File: src/rtl/mode_sequencer.sv
`default_nettype none
// ============================================================================
//  Module   : mode_sequencer
//  Purpose  : Operating-mode controller. Turns one-cycle command pulses from
//             the debouncer bank into start strobes for the RX, TX and
//             processing engines. Holds the mode until the matching engine
//             reports done. Aborts the active engine on an idle command.
//  Ports    : clk, rst (sync, active-high)
//             cmd_pc_ram / cmd_ram_pc / cmd_process / cmd_idle : command pulses
//             done_rx / done_tx / done_proc                    : engine done
//             start_rx / start_tx / start_proc / abort         : engine strobes
//             mode (00 IDLE, 01 RX, 10 TX, 11 PROC), busy, done, cmd_rej, err
//  Options  : MODE_SEQ_TIMEOUT_EN builds the per-mode watchdog. Expiry of the
//             watchdog aborts the engine and sets the sticky err flag. When the
//             macro is undefined, no counter is built and err stays 0.
//  Revision : 1.0  initial release
// ============================================================================
module mode_sequencer #(
    parameter int TIMEOUT_CYCLES = 50000000,
    parameter int CNT_W          = 26
) (
    input  logic       clk,
    input  logic       rst,
    input  logic       cmd_pc_ram,
    input  logic       cmd_ram_pc,
    input  logic       cmd_process,
    input  logic       cmd_idle,
    input  logic       done_rx,
    input  logic       done_tx,
    input  logic       done_proc,
    output logic       start_rx,
    output logic       start_tx,
    output logic       start_proc,
    output logic       abort,
    output logic [1:0] mode,
    output logic       busy,
    output logic       done,
    output logic       cmd_rej,
    output logic       err
);

    // The watchdog counter must be able to represent TIMEOUT_CYCLES-1.
    if (!((64'd1 << CNT_W) > 64'(TIMEOUT_CYCLES))) begin : g_bad_cfg
        $error("mode_sequencer: CNT_W too small for TIMEOUT_CYCLES");
    end

    typedef enum logic [1:0] {
        S_IDLE = 2'b00,
        S_RX   = 2'b01,
        S_TX   = 2'b10,
        S_PROC = 2'b11
    } state_t;

    state_t state_q, state_d;
    logic   start_rx_q, start_rx_d;
    logic   start_tx_q, start_tx_d;
    logic   start_proc_q, start_proc_d;
    logic   abort_q, abort_d;
    logic   done_q, done_d;
    logic   cmd_rej_q, cmd_rej_d;
    logic   busy_q, busy_d;
    logic   err_q, err_d;

    logic   w_any_start;
    logic   w_match_done;
    logic   w_expire;

    assign w_any_start = cmd_pc_ram | cmd_ram_pc | cmd_process;

    // Only the engine owning the current mode can complete it.
    always_comb begin
        w_match_done = 1'b0;
        case (state_q)
            S_RX:    w_match_done = done_rx;
            S_TX:    w_match_done = done_tx;
            S_PROC:  w_match_done = done_proc;
            default: w_match_done = 1'b0;
        endcase
    end

`ifdef MODE_SEQ_TIMEOUT_EN
    logic [CNT_W-1:0] cnt_q, cnt_d;

    assign w_expire = (cnt_q == CNT_W'(TIMEOUT_CYCLES - 1));

    // Held at zero while idle so every entry to an active state starts
    // counting from zero; saturates rather than wrapping.
    always_comb begin
        cnt_d = cnt_q;
        if (state_q == S_IDLE) begin
            cnt_d = '0;
        end else if (cnt_q != '1) begin
            cnt_d = cnt_q + 1'b1;
        end
    end
`else
    assign w_expire = 1'b0;
`endif

    always_comb begin
        state_d      = state_q;
        start_rx_d   = 1'b0;
        start_tx_d   = 1'b0;
        start_proc_d = 1'b0;
        abort_d      = 1'b0;
        done_d       = 1'b0;
        cmd_rej_d    = 1'b0;
        err_d        = err_q;

        if (state_q == S_IDLE) begin
            // Fixed priority; losing commands are dropped without cmd_rej.
            if (cmd_pc_ram) begin
                state_d    = S_RX;
                start_rx_d = 1'b1;
                err_d      = 1'b0;
            end else if (cmd_ram_pc) begin
                state_d    = S_TX;
                start_tx_d = 1'b1;
                err_d      = 1'b0;
            end else if (cmd_process) begin
                state_d      = S_PROC;
                start_proc_d = 1'b1;
                err_d        = 1'b0;
            end
        end else begin
            // A start while busy is always rejected, even when the mode
            // completes in the same cycle; it is never queued.
            cmd_rej_d = w_any_start;
            if (w_match_done) begin
                state_d = S_IDLE;
                done_d  = 1'b1;
            end else if (cmd_idle) begin
                state_d = S_IDLE;
                abort_d = 1'b1;
            end else if (w_expire) begin
                state_d = S_IDLE;
                abort_d = 1'b1;
                err_d   = 1'b1;
            end
        end

        busy_d = (state_d != S_IDLE);
    end

    always_ff @(posedge clk) begin
        if (rst) begin
            state_q      <= S_IDLE;
            start_rx_q   <= 1'b0;
            start_tx_q   <= 1'b0;
            start_proc_q <= 1'b0;
            abort_q      <= 1'b0;
            done_q       <= 1'b0;
            cmd_rej_q    <= 1'b0;
            busy_q       <= 1'b0;
            err_q        <= 1'b0;
`ifdef MODE_SEQ_TIMEOUT_EN
            cnt_q        <= '0;
`endif
        end else begin
            state_q      <= state_d;
            start_rx_q   <= start_rx_d;
            start_tx_q   <= start_tx_d;
            start_proc_q <= start_proc_d;
            abort_q      <= abort_d;
            done_q       <= done_d;
            cmd_rej_q    <= cmd_rej_d;
            busy_q       <= busy_d;
            err_q        <= err_d;
`ifdef MODE_SEQ_TIMEOUT_EN
            cnt_q        <= cnt_d;
`endif
        end
    end

    assign start_rx   = start_rx_q;
    assign start_tx   = start_tx_q;
    assign start_proc = start_proc_q;
    assign abort      = abort_q;
    assign mode       = state_q;
    assign busy       = busy_q;
    assign done       = done_q;
    assign cmd_rej    = cmd_rej_q;
    assign err        = err_q;

endmodule
`default_nettype wire

File: config.mk
export PLATFORM = sky130hd
export DESIGN_NAME = mode_sequencer
export DESIGN_NICKNAME = d
export VERILOG_FILES = /design/src/rtl/mode_sequencer.sv
export SDC_FILE = /design/constraint.sdc
export NUM_CORES = 1
export LEC_CHECK = 0
export ABC_AREA = 1
export CAP_MARGIN = 20
export CORE_AREA = 5 5 42 44
export DETAILED_ROUTE_END_ITERATION = 7
export DIE_AREA = 0 0 47 49
export PLACE_DENSITY_LB_ADDON = 0.25
export SLEW_MARGIN = 20
export SYNTH_ARGS = -nofsm -noshare
export SYNTH_HDL_FRONTEND = slang
export SYNTH_SLANG_ARGS = --single-unit
File: constraint.sdc
create_clock -name clk -period 0.9 [get_ports clk]
set_input_delay 0.18 -clock clk [delete_from_list [all_inputs] [get_ports clk]]
set_output_delay 0.18 -clock clk [all_outputs]
set_load 0.02 [all_outputs]
---- Word-level counts from Yosys, hierarchy flattened ----
Cells that the tools add are included.
storage, ports and cells
  register bits after elaboration ......... 10
  bits of input ports ..................... 9
  output and inout bits ................... 10
cells by class
  equality and inequality tests ........... 3
  multiplexer cells ....................... 15
  bitwise operators ....................... 3
  reductions and logical operators ........ 9
operators by type and width
  kind                                                 count
  2-to-1 mux 2 bit                                     6
  2-to-1 mux 1 bit                                     8
  OR reduction 3 bit                                   2
  equality test 2 bit, second input constant           2
  OR reduction 2 bit                                   2
  OR reduction 4 bit                                   1
  case mux 1 bit (3 select lines)                      1
  nonzero test 3 bit                                   1
  equality test 2 x 1 -> 1 bit, second input constant  1
  zero test 2 bit                                      1
  OR 1 bit                                             2
  AND reduction 2 bit                                  1
  nonzero test 2 bit                                   1
  NOT 1 bit                                            1

---- Depth between registers and ports, before layout ----
  depth in word-level cells ............... 5
  depth in mapped cells ................... 6
  gate-level depth less buffers ........... 6

---- Least setup slack after synthesis ----
Ideal clock, no wire load.
  path type ............................... flip-flop to flip-flop
  start point ............................. reg state_q[0], in the netlist mode[0]
  end point ............................... reg busy_q, in the netlist busy
  data arrival time ....................... 0.908 ns
  data required time ...................... 0.776 ns
  path slack .............................. -0.132 ns
  cell stages (with the launch flop) ...... 6
  buffers on the path ..................... 0
  period minus slack after synthesis ...... 1.032 ns
  cell sequence ........................... dfxtp_1 > nor2_1 > nand3_1 > nor2_1 > nor2_1 > nand3_1
between the ends
  word-level cells in the longest chain between the ends .. 5
ends and longest elaborated chain
  item                                                                 line      text
  start, declared                                                      54        state_t state_q, state_d;
  start signal, assigned                                               160       state_q <= state_d;
  equality test 2 bit, or another cell as far along                    73        case (state_q)
  case mux 1 bit (3 select lines) or 2-to-1 mux 2 bit (tied branches)  73, 116
  2-to-1 mux 2 bit, on equally long branches                           129, 112
  2-to-1 mux 2 bit *                                                   110       if (state_q == S_IDLE) begin
  nonzero test 2 bit *                                                 142       busy_d = (state_d != S_IDLE);
  end signal, assigned                                                 167       busy_q <= busy_d;
  end, declared                                                        61        logic busy_q, busy_d;
Every way passes the cells marked *; elsewhere a longest branch is shown, timed or not.
A chain may end at the register's enable or synchronous reset.

---- Worst setup path in the final report ----
Same ends and word-level chain as after synthesis.

==> out/metrics.yaml <==
run_status:
  status: "finished with violations"
  violations: "negative setup slack"
synthesis:
  ys_warn_count: 0
  yosys.area.top_type_share: 0.516
  yosysMostFrequentCell: "nor2_1"
  ys_types: 13
  synth-edff-count: 0
  synth_commonest_cells: "10 x nor2_1, 9 x dfxtp_1, 9 x nand2_1"
  netlist_instances: 47
  async_flop_share: 0
  synth_top_cell_by_area: "dfxtp_1"
  synth_flop_cell: "dfxtp_1"
  ys_ff_latch: 9
  yosysSeqAreaShare: 0.516
  syn_area_um2: 349
  avgSynthCellArea_um2: 7.43
  synth_area_leaders: "dfxtp_1 52%, nor2_1 11%, nand2_1 9.7%, inv_1 7.5%, nand3_1 4.3%"
  syn_nets: 56
worst_setup_path:
  startpoint_type: "flip-flop"
  crit_chain: "buf_6 -> o21ai_0 -> nand2_1 -> nand3_1 -> nand3_1"
  critPathRequiredTime_ns: 1.05
  crit_family: "flip-flops"
  reg2regPathDepth: 5
  path_class: "reg -> reg"
  slowest_delay_ns: 0.34
  end_kind: "flip-flop"
  cp.depth: 5
  critical_path.slowest_cell: "dfxtp_4"
  path_max_fanout: 6
  crit_top_cell: "nand3_1"
  cp.buffers_inverters: 1
  ff2ff_setup_slack_ns: -0.08
  worstPathArrival_ns: 1.13
layout:
  area_growth_pct: 88.5
  drive_above_1_share: 0.446
  final_util: 0.470
  seq_area_um2: 191
  nNetsFinal: 84
  antennaDiodeCount: 0
  nFillCells: 144
  multi_input_area_um2: 155
  fin_area_um2: 658
floorplanning:
  die_y_um: 49
  design.die.area_um2: 2300
  start_util: 0.249
  rows: 14
  core_um2: 1400
  ioPinCount: 19
  die_x_um: 47
sta:
  hold_violations: 0
  report.final.slew_viol_count: 0
  finalCritPeriodShare: 1.09
  min_period_ns: 0.981
  rsz0062_at_grt: "yes"
  skew_ns: 0.00174
  fmaxAchievable_ghz: 1.02
  setup_violations: 10
  setup_ws_ns: -0.0808
power_and_ir_drop:
  irDropWorstVdd_v: 0.000586
  p_per_area_nw_per_um2: 1660
  leakage_nw: 0.317
worst_hold_path:
  whs_path_depth: 3
  hold_path_class: "in -> reg"
cts:
  cts_root_buf: "clkbuf_4"
  clock_path_buffers: 2
  clk_pin_slew_worst_paths_ns: 0.06
  htree_levels: 1
  cts_sinks: 9
  cts_setup_buffers: 0
  cts_tree: "built"
  worstSkewPairLatency_ns: 0.26
  cts_buffers: 3
global_routing:
  grt_pass1_vias: 331
  grt_overflow: 0
  grt.total_usage: 0.0896
  grt_antenna_before_repair: 0
  grt_max_degree: 7
  grt_pass1_wl_um: 1410
detailed_routing:
  wl_per_cell_um: 10.2
  drtIter0Drc: 9
  antenna_left: 0
  via_per_inst: 4.13
  vias: 372
  first_pass_iters: 4
  drc: 0
  totalWireLength_um: 918
placed_design:
  dpl_worst_slack_ns: -0.315
  place_area_um2: 592
  hpwl_um: 649
  routabilityCongestion: 0.751
  port-buffer-count: 17
job:
  drv_cap: 0
[cell type report]
class | count | share of cell area
clock buffers | 4 | 0.0399
inverters | 7 | 0.0399
multi-input cells | 30 | 0.236
flip-flops and latches | 9 | 0.291
well taps | 16 | 0.0304
repair buffers | 24 | 0.363
[tightest hold or removal path: cells and delay by family]
kind | cells | cell delay, ns
buffers and inverters | 1 | 0.41
and+or+nand+nor | 2 | 0.10
[report_power, final]
part	switching, W	internal, W	leakage, nW	total [W]
Combinational	0.000159	0.000166	0.225	0.000325
Clock	0.000139	0.000171	0.0150	0.000309
Sequential	0.0000196	0.000437	0.0765	0.000457
[final timing paths]
check	start	endpoint
setup / recovery	mode[0]	busy
hold / removal	cmd_idle	abort
setup reg to reg	mode[0]	busy
hold reg to reg	mode[1]	start_rx
[stage by stage]
stage                     cells  hold slack, ns  total power [W]  setup TNS [ns]
after floorplan              47           0.256         0.000591               0
after global placement       86           0.673         0.000749           -3.85
after detailed placement     86           0.665         0.000749           -3.91
after CTS                    90           0.454          0.00110          -0.382
after global routing         90           0.462          0.00116          -0.997
final                        90           0.466          0.00109          -0.434
[metal layers]
| layer | global-route usage | part of all wire | vias to the layer above |
|---|---|---|---|
| met1 | 0.0973 | 0.39 | 158 |
| met5 | 0 | 0 | - |
| met2 | 0.133 | 0.51 | 15 |
| met3 | 0.0221 | 0.084 | 2 |
| li1 | - | - | 197 |
| met4 | 0.0829 | 0.014 | 0 |
[repair_timing]
action / CTS / global route
setup endpoints to repair: 17 / 17
pin swaps: 3 / 4
hold buffers: 0 / 0
resized for setup: 58 / 8
[cell families (layout without fill, tap and decap cells)]
| logic type | count (synthesis) | in the layout | share of synthesized area |
|---|---|---|---|
| AND/OR/NAND/NOR | 26 | 26 | 0.330 |
| flip-flops | 9 | 9 | 0.516 |
| buffers and inverters | 8 | 35 | 0.0968 |
| AO/OA/AOI/OAI | 3 | 3 | 0.0466 |
| other | 1 | 1 | 0.0107 |
[state kept, by name (all words and copies together) (netlist names)]
signal and cells:
abort 1, busy 1, cmd_rej 1, done 1
mode 2, start_proc 1, start_rx 1, start_tx 1
[cells in the final DEF (no fill, tap or decap), drive strengths merged, types with 2 or more instances in the layout]
master	n
dfxtp	9
nor2	10
buf	16
o21ai	2
inv	7
nand2	10
nand3	4
clkbuf	4
clkdlybuf4s50	8
Note: power is estimated with default switching activity, not from simulation.
